## src/rtl/vex_job_scheduler_pkg.sv

```systemverilog
// Shared types for the compute_vex job scheduler: FSM state encoding, the
// job descriptor layout and default run length.
package vex_job_scheduler_pkg;

  typedef enum logic [2:0] {
    S_IDLE   = 3'd0,
    S_ISSUE  = 3'd1,
    S_RUN    = 3'd2,
    S_ABORT  = 3'd3,
    S_COMMIT = 3'd4
  } state_e;

  localparam int JOB_W          = 196;
  localparam int NUM_WRITES_DEF = 8000;
  localparam int WCNT_W         = 14;

  typedef struct packed {
    logic [63:0] k_over_s;
    logic [63:0] log_lambda_up;
    logic [63:0] log_lambda_down;
    logic [3:0]  tag;
  } job_t;

endpackage

```

## src/rtl/vex_job_scheduler_job_queue.sv

```systemverilog
// Small synchronous FIFO holding pending job descriptors; a pushed entry is
// visible at the head from the following cycle (no bypass).
module vex_job_scheduler_job_queue #(
  parameter int DEPTH = 2,
  parameter int W     = 196
) (
  input  logic         clk,
  input  logic         nrst,
  input  logic         push_i,
  input  logic         pop_i,
  input  logic [W-1:0] din_i,
  output logic [W-1:0] dout_o,
  output logic         full_o,
  output logic         empty_o
);

  localparam int AW = (DEPTH > 1) ? $clog2(DEPTH) : 1;

  logic [W-1:0] mem_q [DEPTH];
  logic [AW:0]  wptr_q, rptr_q;
  logic         do_push, do_pop;

  // Extra pointer MSB distinguishes full from empty when the indices match.
  assign full_o  = (wptr_q[AW] != rptr_q[AW]) && (wptr_q[AW-1:0] == rptr_q[AW-1:0]);
  assign empty_o = (wptr_q == rptr_q);
  assign do_push = push_i & ~full_o;
  assign do_pop  = pop_i & ~empty_o;
  assign dout_o  = mem_q[rptr_q[AW-1:0]];

  always_ff @(posedge clk or negedge nrst) begin
    if (!nrst) begin
      wptr_q <= '0;
      rptr_q <= '0;
    end else begin
      if (do_push) wptr_q <= wptr_q + 1'b1;
      if (do_pop)  rptr_q <= rptr_q + 1'b1;
    end
  end

  always_ff @(posedge clk) begin
    if (do_push) mem_q[wptr_q[AW-1:0]] <= din_i;
  end

endmodule

```

## src/rtl/vex_job_scheduler.sv

```systemverilog
// Issues queued pricing jobs to compute_vex one at a time, watchdogs each run
// and publishes results through two ping-pong exercise-value banks.
module vex_job_scheduler
  import vex_job_scheduler_pkg::*;
#(
  parameter int NUM_WRITES  = NUM_WRITES_DEF,
  parameter int TIMEOUT_CYC = 16384,
  parameter int QDEPTH      = 2
) (
  input  logic        clk,
  input  logic        nrst,
  input  logic        job_valid,
  output logic        job_ready,
  input  logic [63:0] job_k_over_s,
  input  logic [63:0] job_log_lambda_up,
  input  logic [63:0] job_log_lambda_down,
  input  logic [3:0]  job_tag,
  output logic        vex_start,
  output logic        vex_nrst,
  output logic [63:0] vex_k_over_s,
  output logic [63:0] vex_log_lambda_up,
  output logic [63:0] vex_log_lambda_down,
  input  logic [7:0]  vex_wren,
  input  logic        vex_done,
  output logic        bank_sel,
  output logic        res_valid,
  output logic        res_bank,
  output logic [3:0]  res_tag,
  output logic        res_error,
  input  logic        res_ready,
  output logic        busy
);

  localparam int                TW        = $clog2(TIMEOUT_CYC);
  localparam logic [WCNT_W-1:0] WR_TARGET = WCNT_W'(NUM_WRITES);
  localparam logic [TW-1:0]     TO_LAST   = TW'(TIMEOUT_CYC - 1);

  function automatic logic [WCNT_W-1:0] sat_inc_w(input logic [WCNT_W-1:0] v);
    return (&v) ? v : v + 1'b1;
  endfunction

  function automatic logic [TW-1:0] sat_inc_t(input logic [TW-1:0] v);
    return (&v) ? v : v + 1'b1;
  endfunction

  state_e            state_q, state_d;
  logic [WCNT_W-1:0] wcnt_q, wcnt_d, wcnt_inc;
  logic [TW-1:0]     tcnt_q, tcnt_d;
  logic              err_q, err_d;
  logic              abrt_q, abrt_d;
  logic              vex_nrst_q;

  logic              q_push, q_pop, q_full, q_empty;
  job_t              q_din, q_dout;

  logic [63:0]       kos_q, up_q, dn_q;
  logic [3:0]        tag_q;

  logic              wr_bank_q, rd_bank_q;
  logic [1:0]        bank_full_q, bank_full_d;
  logic [1:0][3:0]   bank_tag_q;
  logic [1:0]        bank_err_q;
  logic              commit, res_take;

  assign q_din  = '{k_over_s: job_k_over_s, log_lambda_up: job_log_lambda_up,
                    log_lambda_down: job_log_lambda_down, tag: job_tag};
  assign q_push = job_valid & ~q_full;

  vex_job_scheduler_job_queue #(.DEPTH(QDEPTH), .W(JOB_W)) u_queue (
    .clk     (clk),
    .nrst    (nrst),
    .push_i  (q_push),
    .pop_i   (q_pop),
    .din_i   (q_din),
    .dout_o  (q_dout),
    .full_o  (q_full),
    .empty_o (q_empty)
  );

  always_comb begin
    state_d  = state_q;
    q_pop    = 1'b0;
    wcnt_inc = wcnt_q;
    wcnt_d   = wcnt_q;
    tcnt_d   = tcnt_q;
    err_d    = err_q;
    abrt_d   = abrt_q;
    case (state_q)
      S_IDLE: begin
        if (!q_empty && !bank_full_q[wr_bank_q]) begin
          state_d = S_ISSUE;
          q_pop   = 1'b1;
          wcnt_d  = '0;
          tcnt_d  = '0;
          err_d   = 1'b0;
        end
      end
      S_ISSUE: state_d = S_RUN;
      S_RUN: begin
        // A strobe coincident with done is included in the final count.
        wcnt_inc = (|vex_wren) ? sat_inc_w(wcnt_q) : wcnt_q;
        wcnt_d   = wcnt_inc;
        tcnt_d   = sat_inc_t(tcnt_q);
        if (vex_done) begin
          err_d   = (wcnt_inc != WR_TARGET);
          state_d = S_COMMIT;
        end else if (tcnt_q == TO_LAST) begin
          err_d   = 1'b1;
          abrt_d  = 1'b0;
          state_d = S_ABORT;
        end
      end
      S_ABORT: begin
        if (abrt_q) state_d = S_COMMIT;
        else        abrt_d  = 1'b1;
      end
      S_COMMIT: state_d = S_IDLE;
      default:  state_d = S_IDLE;
    endcase
  end

  always_ff @(posedge clk or negedge nrst) begin
    if (!nrst) begin
      state_q    <= S_IDLE;
      wcnt_q     <= '0;
      tcnt_q     <= '0;
      err_q      <= 1'b0;
      abrt_q     <= 1'b0;
      vex_nrst_q <= 1'b0;
      kos_q      <= '0;
      up_q       <= '0;
      dn_q       <= '0;
      tag_q      <= '0;
    end else begin
      state_q    <= state_d;
      wcnt_q     <= wcnt_d;
      tcnt_q     <= tcnt_d;
      err_q      <= err_d;
      abrt_q     <= abrt_d;
      vex_nrst_q <= (state_d != S_ABORT);
      if (q_pop) begin
        kos_q <= q_dout.k_over_s;
        up_q  <= q_dout.log_lambda_up;
        dn_q  <= q_dout.log_lambda_down;
        tag_q <= q_dout.tag;
      end
    end
  end

  assign commit   = (state_q == S_COMMIT);
  assign res_take = bank_full_q[rd_bank_q] & res_ready;

  // Set and clear never hit the same bank, so applying both is safe.
  always_comb begin
    bank_full_d = bank_full_q;
    if (commit)   bank_full_d[wr_bank_q] = 1'b1;
    if (res_take) bank_full_d[rd_bank_q] = 1'b0;
  end

  always_ff @(posedge clk or negedge nrst) begin
    if (!nrst) begin
      wr_bank_q   <= 1'b0;
      rd_bank_q   <= 1'b0;
      bank_full_q <= '0;
      bank_tag_q  <= '0;
      bank_err_q  <= '0;
    end else begin
      bank_full_q <= bank_full_d;
      if (commit) begin
        bank_tag_q[wr_bank_q] <= tag_q;
        bank_err_q[wr_bank_q] <= err_q;
        wr_bank_q             <= ~wr_bank_q;
      end
      if (res_take) rd_bank_q <= ~rd_bank_q;
    end
  end

  assign job_ready           = ~q_full;
  assign vex_start           = (state_q == S_ISSUE);
  assign vex_nrst            = vex_nrst_q;
  assign vex_k_over_s        = kos_q;
  assign vex_log_lambda_up   = up_q;
  assign vex_log_lambda_down = dn_q;
  assign bank_sel            = wr_bank_q;
  assign res_valid           = bank_full_q[rd_bank_q];
  assign res_bank            = rd_bank_q;
  assign res_tag             = bank_tag_q[rd_bank_q];
  assign res_error           = bank_err_q[rd_bank_q];
  assign busy                = (state_q != S_IDLE) | ~q_empty;

endmodule

```

## config.mk

```make
export PLATFORM = sky130hd
export DESIGN_NAME = vex_job_scheduler
export DESIGN_NICKNAME = d
export VERILOG_FILES = /design/src/rtl/vex_job_scheduler_pkg.sv /design/src/rtl/vex_job_scheduler_job_queue.sv /design/src/rtl/vex_job_scheduler.sv
export SDC_FILE = /design/constraint.sdc
export NUM_CORES = 1
export LEC_CHECK = 0
export BUFFER_PORTS_ARGS = -buffer_cell sky130_fd_sc_hd__buf_2
export CELL_PAD_IN_SITES_DETAIL_PLACEMENT = 1
export CELL_PAD_IN_SITES_GLOBAL_PLACEMENT = 1
export CORE_MARGIN = 2
export CORE_UTILIZATION = 42
export DETAILED_ROUTE_END_ITERATION = 8
export GPL_TIMING_DRIVEN = 0
export PLACE_DENSITY = 0.81
export SYNTH_ARGS = -nofsm -noshare
export SYNTH_HDL_FRONTEND = slang
export SYNTH_SLANG_ARGS = --single-unit
export TNS_END_PERCENT = 100
```

## constraint.sdc

```tcl
create_clock -name clk -period 22.4 [get_ports clk]
set_clock_uncertainty 0.05 [all_clocks]
set_input_delay 4.48 -clock clk [delete_from_list [all_inputs] [get_ports clk]]
set_output_delay 4.48 -clock clk [all_outputs]
set_load 0.01 [all_outputs]
```

== Yosys cells after proc, flatten, opt, wreduce, memory -nomap -nowiden ==
Memories as Yosys holds them, arrays and structs flattened. A register that Yosys moved wholly into a read port is not among the register bits.
Cells that the tools add are included.
Storage, ports and cells
  register bits: 52
  RAM bits: 392
  memories kept: 1
Operators by class
  add/sub/neg operators: 4
  $lt $le $gt $ge: 4
  equal/unequal tests: 15
  muxes and demuxes: 40
  bitwise operators: 12
  reductions and logical operators: 18
Memory list
  u_queue.mem_q: depth 2, bits a word 196, read ports 1, clocked after memory_dff 1, write ports 1, RTL line vex_job_scheduler_job_queue.sv:19  | logic [W-1:0] mem_q [DEPTH];
Operators with widths (count)
  14-bit two-way mux: 4
  14-bit one-hot mux with 2 select lines: 2
  14-bit by 1-bit adder with 14-bit output (second input constant): 2
  14-bit AND reduction: 2
  1-bit two-way mux: 17
  14-bit equality test (second input constant): 1
  14-bit by 13-bit inequality test with 1-bit output (second input constant): 1
  3-bit two-way mux: 4
  4-bit two-way mux: 3
  3-bit one-hot mux with 4 select lines: 1
  3-bit AND reduction: 3
  8-bit bitwise mux: 1
  2-bit inequality test (second input constant): 4
  8-bit OR reduction: 1
  3-bit by 2-bit equality test with 1-bit output (second input constant): 2
  2-bit by 1-bit adder with 2-bit output (second input constant): 2
  1-bit bitwise AND: 4
  4-bit demux with 1-bit select: 1
  1-bit logical AND: 4
  1-bit by 2-bit < comparator with 1-bit output (second input constant): 2
  2-bit two-way mux: 2
  1-bit NOT: 4
  1-bit one-hot mux with 2 select lines: 2
  2-bit nonzero test: 2
  18 further kinds: 22

== Logic depth before layout (Yosys ltp) ==
Gate-level depths: netlist of run 1.
  depth in word-level cells: 8
  gate-level depth with buffers: 9
  depth with buffers taken out: 7

== Cells and area by module ==
From an unflattened synthesis of run 1, not the netlist that was laid out.
Unflattened totals
  cells, all modules: 1335
  area, all modules: 25127.8 µm²
Modules (own cells, without submodules)
  vex_job_scheduler_job_queue: instances 1, cells each 638, area an instance 15174.6 µm²
  vex_job_scheduler: instances 1, cells each 697, area an instance 9953.3 µm²

== Worst setup path before layout of run 1 ==
No wires, ideal clock.
  path kind: input-to-reg
  start: input job_valid
  end: memory u_queue.mem_q[0][0] (enable)
  setup time: 755 ps
  data arrival time: 12683 ps
  slack: 8913 ps
  stages: 2
  path buffers: 0
  path through: nand2_1 nor2_1
Between the ends
  longest elaborated chain between the ends: 4
RTL lines
  from (decl): RTL line vex_job_scheduler.sv:12  | input logic job_valid,
  1-bit bitwise AND: RTL line vex_job_scheduler.sv:67  | assign q_push = job_valid & ~q_full;
  1-bit bitwise AND: RTL line vex_job_scheduler_job_queue.sv:26  | assign do_push = push_i & ~full_o;
  1-bit two-way mux: RTL line vex_job_scheduler_job_queue.sv:41  | if (do_push) mem_q[wptr_q[AW-1:0]] <= din_i;
  1-bit two-way mux (not written as such): RTL line vex_job_scheduler_job_queue.sv:41
  to (decl): RTL line vex_job_scheduler_job_queue.sv:19
No other way between the ends.

== Worst setup path in the final report of run 1 ==
  start: register rd_bank_q, in the netlist res_bank
  end: output res_valid
Between the ends
  longest elaborated chain between the ends: 2
RTL lines
  from (decl): RTL line vex_job_scheduler.sv:59  | logic wr_bank_q, rd_bank_q;
  from (signal assigned): RTL line vex_job_scheduler.sv:174  | if (res_take) rd_bank_q <= ~rd_bank_q;
  1-bit two-way mux (not written as such) (2 in a row): RTL line vex_job_scheduler.sv:185  | assign res_valid = bank_full_q[rd_bank_q];
  to (decl): RTL line vex_job_scheduler.sv:26  | output logic res_valid,
No other way between the ends. The select of a mux whose other input is x is not followed.

==> results.toml, run 1 <==
[timing]
hold_viol_final = 0
timing.fmax_mhz = 154
grt_setup_unrepaired = "false"
setup_viol_count_final = 0
fin_crit_ns = 6.48
fin_crit_sh = 0.289
hold_ws_ns = 0.421
slew_headroom = 0.332
setup_tns_ns = 0
fin_ws_ns = 15.92
drv_slew = 0
tightest_slew_ns = 0.994

[place]
port_buffers = 412
dp.cells = 2722
place.gp.congestion = 0.823
placed_area_sq_mm = 0.0268
place_ws_ns = 15.53
hpwl_um = 45200

[die]
start_util = 0.426
ios = 413
die_h_um = 241
dieArea_sq_mm = 0.0579
core_sq_mm = 0.0552
die_w_um = 241
num_rows = 86

[clock_tree]
cts.repair.resized = 0
cts_hold_buffers = 0
cts_root_buffer = "clkbuf_16"
clkTransAtPathRegs_ns = 0.06
cts_tree = "built"
clockBufferDepth = 3
post_cts_buffers = 0
clock_latency_ns = 0.61
h-tree-depth = 3
cts.sinks = 640
numCtsBuffers = 70

[final_layout]
layout_commonest_cell = "buf_2"
mostFrequentLayoutCells = "buf_2 (438), edfxtp_1 (392), dfrtp_1 (248)"
area_growth_pct = 23.9
final_util = 0.528
multi_input_area_sq_mm = 0.00519
layout-drive-gt1-share = 0.277
final_cells = 2864
stdcell_area_sq_mm = 0.0292
seq_area_sq_mm = 0.0180
final_nets = 2257
fillers = 5466

[routing]
firstDrtPassIters = 5
ant_nets = 0
wire_per_inst_um = 23.1
drc = 0
viasPerCell = 5.18
drt_wl_total_um = 66300
via_count = 14841
drtIter0Drc = 874

[global_routing]
grt_overflow_total = 0
grt_pass1_vias = 16549
grt_max_degree = 106
grt_usage = 0.229
antenna_found_initial = 23
grt_first_pass_wirelength_um = 98900

[worst_hold_path]
hold_path.class = "reg2reg"
hp-start = "vex_log_lambda_down[33]"

[logic_synthesis]
ys_seq_elements = 640
synthCells = 1550
synth_ff_type = "edfxtp_1"
synth_nets = 1761
synth_area_sq_mm = 0.0235
yosys.cell_types.count = 54
async_flop_share = 0.388
syn_avg_cell_area_sq_um = 15.2
synth-edff-count = 392
ys_warn_count = 0
ys_seq_area_frac = 0.764

[critical_path]
rrSetupSlack_ns = 19.16
setup.worst_path.end = "res_valid"
start_kind = "flop"
path_max_fanout = 10
timing.rr.start = "u_queue.rptr_q[0]"
crit_type = "reg2out"
cp.arrival_ns = 1.95
r2r_end = "vex_log_lambda_down[41]"
ff2ff_path_depth = 9
cp.required_ns = 17.87
worstSetupStartpoint = "res_bank"
end_kind = "primary output"

[pwr]
p_leak_nw = 12.3
p_total_mw = 4.61
power_density_mw_per_mm2 = 158
irDropWorstVdd_uv = 88.5

[flow_run]
maxCapViolations = 0

[run_status]
outcome = "finished clean"
-- cell families after synthesis --
group / after synthesis / share of synthesized area
DFF: 640 / 0.764
and+or+nand+nor: 329 / 0.0615
adders and majority gates: 2 / 0.00106
xor gates and xnor gates: 19 / 0.00707
muxes: 216 / 0.0927
AOI/OAI and AO/OA: 255 / 0.0577
buffers and inverters: 89 / 0.0162
-- cell usage after synthesis (4+ instances only) --
| library cell | count | area share |
|---|---|---|
| nor4_1 | 12 | 0.0032 |
| nand4_1 | 9 | 0.0024 |
| o21ai_0 | 222 | 0.047 |
| a31oi_1 | 5 | 0.0013 |
| mux2_2 | 16 | 0.0077 |
| inv_1 | 5 | 0.00080 |
| mux2i_1 | 200 | 0.085 |
| xor2_1 | 4 | 0.0015 |
| and3_1 | 4 | 0.0011 |
| nor3_1 | 8 | 0.0017 |
| nand3_1 | 13 | 0.0028 |
| buf_2 | 27 | 0.0057 |
| a21oi_1 | 6 | 0.0013 |
| nand2_1 | 222 | 0.035 |
| edfxtp_1 | 392 | 0.50 |
| and2_1 | 5 | 0.0013 |
| clkbuf_1 | 50 | 0.0080 |
| xnor2_1 | 15 | 0.0056 |
| nor2_1 | 31 | 0.0049 |
| dfrtp_1 | 248 | 0.26 |
-- cell type report --
class                      instances  share of cell area
buffer                            84              0.0124
sequential                       640               0.616
multi-input combinational        821               0.178
inverter                           5            0.000643
tap                              748              0.0321
antenna                           13             0.00112
clock buffer                      98              0.0668
clock inverter                    31              0.0119
timing repair buffer             424              0.0808
-- worst max-delay path, stage by stage, from the launching register on --
cell and delay [ns]:
dfrtp_1 0.35, clkbuf_1 0.44, mux2_2 0.43, buf_2 0.15
-- registers in the layout, indices dropped and copies added, names as in the netlist, 2 cells and up --
name,flops
bank_err_q,2
bank_full_q,2
bank_tag_q,8
state_q,3
tag_q,4
tcnt_q,14
u_queue.mem_q,392
u_queue.rptr_q,2
u_queue.wptr_q,2
vex_k_over_s,64
vex_log_lambda_down,64
vex_log_lambda_up,64
wcnt_q,14
-- where the power goes --
| part | switching (mW) | internal, mW | total, mW |
|---|---|---|---|
| registers | 0.180 | 1.73 | 1.91 |
| clock network | 0.478 | 0.671 | 1.15 |
| logic | 1.05 | 0.511 | 1.56 |
| total | 1.70 | 2.91 | 4.61 |
-- per-layer routing --
metal	wire length, um	vias up	share of wire	global-route usage
met4	2250	20	0.034	0.0924
met2	34500	387	0.52	0.403
met3	4210	139	0.063	0.0638
met1	25200	7603	0.38	0.262
met5	139	-	0.0021	0
li1	-	6692	-	-
-- how the worst min path moves through the flow --
| stage | to | slack [ns] | cells after the start |
|---|---|---|---|
| 2_1_floorplan | u_queue.wptr_q[1] | 0.41 | 1 |
| 4_1_cts | vex_log_lambda_down[33] | 0.43 | 2 |
| 3_3_place_gp | vex_log_lambda_up[58] | 0.41 | 2 |
| 5_1_grt | vex_log_lambda_down[10] | 0.45 | 2 |
| 6_report | vex_log_lambda_down[33] | 0.42 | 2 |
| 3_5_place_dp | vex_log_lambda_down[10] | 0.42 | 2 |
No activity file was read; power rests on OpenSTA's default activity.
==> run 2: changes to the inputs <==
--- a/config.mk
+++ b/config.mk
@@ -5,6 +5,7 @@
 export SDC_FILE = /design/constraint.sdc
 export NUM_CORES = 1
 export LEC_CHECK = 0
+export ABC_AREA = 1
 export BUFFER_PORTS_ARGS = -buffer_cell sky130_fd_sc_hd__buf_2
 export CELL_PAD_IN_SITES_DETAIL_PLACEMENT = 1
 export CELL_PAD_IN_SITES_GLOBAL_PLACEMENT = 1
@@ -12,7 +13,7 @@
 export CORE_UTILIZATION = 42
 export DETAILED_ROUTE_END_ITERATION = 8
 export GPL_TIMING_DRIVEN = 0
-export PLACE_DENSITY = 0.81
+export PLACE_DENSITY = 0.82
 export SYNTH_ARGS = -nofsm -noshare
 export SYNTH_HDL_FRONTEND = slang
 export SYNTH_SLANG_ARGS = --single-unit
==> constraint.sdc (replaced) <==
create_clock -name clk -period 6 [get_ports clk]
set_clock_uncertainty 0.05 [all_clocks]
set_input_delay 1.2 -clock clk [delete_from_list [all_inputs] [get_ports clk]]
set_output_delay 1.2 -clock clk [all_outputs]
set_load 0.01 [all_outputs]
==> results.toml, run 2 <==
[run_status]
outcome = "finished clean"

[clock_tree]
post_cts_buffers = 0
numCtsBuffers = 68
clockBufferDepth = 3
cts.sinks = 640
h-tree-depth = 3
clock_latency_ns = 0.61
cts_hold_buffers = 0
cts_tree = "built"
cts_root_buffer = "clkbuf_16"
cts.repair.resized = 0
clkTransAtPathRegs_ns = 0.06

[critical_path]
end_kind = "flop"
cp.arrival_ns = 3.35
path_max_fanout = 32
path_cells = "xnor2_1 -> inv_1 -> nand2_1 -> nand2_1 -> nor2_4 -> buf_12 -> buf_12 -> buf_12 -> buf_12"
worst_path_max_delay_cell = "nor2_4"
crit_type = "reg2reg"
path_buf_inv = 5
crit_family = "buffers and inverters"
crit_path_max_incr_delay_ns = 0.50
cp.required_ns = 6.24
cpMostUsedCell = "buf_12"
start_kind = "flop"

[logic_synthesis]
async_flop_share = 0.388
synth_ff_type = "edfxtp_1"
ys_warn_count = 0
synthCells = 1559
synth-edff-count = 392
syn_avg_cell_area_sq_um = 14.9
yosysTopAreaCellShare = 0.506
synth_area_sq_mm = 0.0233
ys_seq_elements = 640
ys_seq_area_frac = 0.772
yosysMostFrequentCell = "edfxtp_1"
yosys.cell_types.count = 35
ys_top_cells_by_area = "edfxtp_1 (51%), dfrtp_1 (27%), o221a_2 (7.0%), nand2_1 (4.5%), or2_0 (1.8%)"
synth_common_cells = "edfxtp_1 (392), nand2_1 (277), dfrtp_1 (248), o221a_2 (144), nand3_1 (77)"
yosys.area.top_type = "edfxtp_1"
synth_nets = 1770

[die]
dieArea_sq_mm = 0.0573
start_util = 0.423
core_sq_mm = 0.0550
die_h_um = 239
num_rows = 86
die_w_um = 239
ios = 413

[final_layout]
fillers = 5488
mostFrequentLayoutCells = "buf_2 (428), edfxtp_1 (392), nand2_1 (277)"
layout_commonest_cell = "buf_2"
area_growth_pct = 24.2
final_cells = 2870
stdcell_area_sq_mm = 0.0289
largest_reg_flops = 392
final_nets = 2268
layout-drive-gt1-share = 0.370

[routing]
drc = 0
ant_nets = 0
met1Wirelength_um = 24800
firstDrtPassIters = 5
via_count = 15036
viasPerCell = 5.24
wire_per_inst_um = 23.1
highest_layer = "met5"
dr_wl_met2_um = 34200
drtIter0Drc = 762
wl_met3_um = 5310
drt_wl_total_um = 66300

[place]
port_buffers = 412
place_ws_ns = 2.55
placed_area_sq_mm = 0.0267
dp.cells = 2735
place.gp.congestion = 0.847
hpwl_um = 45600

[pwr]
irDropWorstVdd_uv = 375
p_int_mw = 11.2
p_leak_nw = 11.3
p_clk_frac = 0.244
pwr-share-seq = 0.412
p_sw_mw = 6.00
p_total_mw = 17.2
power_density_mw_per_mm2 = 594
power_frac_comb = 0.344
switching_share = 0.349

[timing]
fin_crit_sh = 0.519
fin_ws_ns = 2.89
fin_crit_ns = 3.11
timing.fmax_mhz = 321
grt_setup_unrepaired = "false"
slew_headroom = 0.369
hold_viol_final = 0
setup_tns_ns = 0
tightest_slew_ns = 0.946
drv_slew = 0
setup_viol_count_final = 0

[global_routing]
grt_usage = 0.234
grt_first_pass_wirelength_um = 100000
antenna_found_initial = 25
grt_max_degree = 109
grt_overflow_total = 0
grt_pass1_vias = 16811

[worst_hold_path]
hold_path.class = "reg2reg"

[flow_run]
maxCapViolations = 0
-- run 2: cell count changes after synthesis, moves of 64 or more --
cell     delta
nand3_1    +64
o221a_2   +144
o21ai_0   -188
mux2i_1   -200
or2_0      +68
or2_2      +67
-- run 2: layout make-up --
cell class | instances | area, sq um | share of cell area
timing repair buffer | 428 | 2420 | 0.0838
tap | 748 | 936 | 0.0324
antenna | 9 | 22.5 | 0.000779
clock inverter | 28 | 295 | 0.0102
buffer | 72 | 349 | 0.0121
inverter | 57 | 214 | 0.00740
multi-input combinational | 790 | 4750 | 0.164
sequential | 640 | 18000 | 0.622
clock buffer | 98 | 1940 | 0.0670
-- run 2: through the flow --
step                 util  hold slack [ns]
floorplan               -            0.379
global placement    0.478            0.382
CTS                 0.525            0.404
global route        0.525            0.417
finish              0.526            0.397
detailed placement  0.485            0.392
-- run 2: worst register-to-register path, cell delays in order (launching register included) --
cell and delay, ns:
dfrtp_1 0.40, xnor2_1 0.31, inv_1 0.11, nand2_1 0.17
nand2_1 0.19, nor2_4 0.50, buf_12 0.29, buf_12 0.23
buf_12 0.27, buf_12 0.26
-- run 2: cells by family (layout without fill, tap and decap cells) --
logic type / count (synthesis) / in the layout / share of synthesized area
other cells: 0 / 9 / 0
flops: 640 / 640 / 0.772
simple gates: 576 / 576 / 0.116
buf+inv: 129 / 683 / 0.0242
compound gates: 204 / 204 / 0.0835
xor+xnor: 8 / 8 / 0.00301
fa+ha+maj: 2 / 2 / 0.00107
-- run 2: worst paths after layout --
path / start / endpoint / slack, ns / depth (start not counted)
worst max-delay path: u_queue.rptr_q[1] / u_queue.mem_q[0][18] / 2.89 / 9
worst min-delay path: u_queue.mem_q[1][141] / vex_k_over_s[9] / 0.40 / 2
worst max register to register: u_queue.rptr_q[1] / u_queue.mem_q[0][18] / 2.89 / 9
worst min register to register: u_queue.mem_q[1][141] / vex_k_over_s[9] / 0.40 / 2
max in group asynchronous: nrst / vex_log_lambda_down[17] / 4.34 / 2
min in group asynchronous: nrst / vex_log_lambda_up[36] / 0.48 / 1
-- run 2: metal layers --
| metal | up-vias | global-route usage |
|---|---|---|
| met4 | 30 | 0.0722 |
| li1 | 6677 | - |
| met5 | - | 0 |
| met1 | 7725 | 0.263 |
| met3 | 142 | 0.0837 |
| met2 | 462 | 0.415 |
-- run 2: power groups by stage --
stage	clock network [mW]	logic, mW	registers (mW)
after floorplan	0	3.12	7.35
after global placement	0	5.43	7.17
after detailed placement	0	5.95	7.11
after CTS	4.28	6.02	7.08
after global routing	4.43	6.45	7.21
final	4.19	5.91	7.08
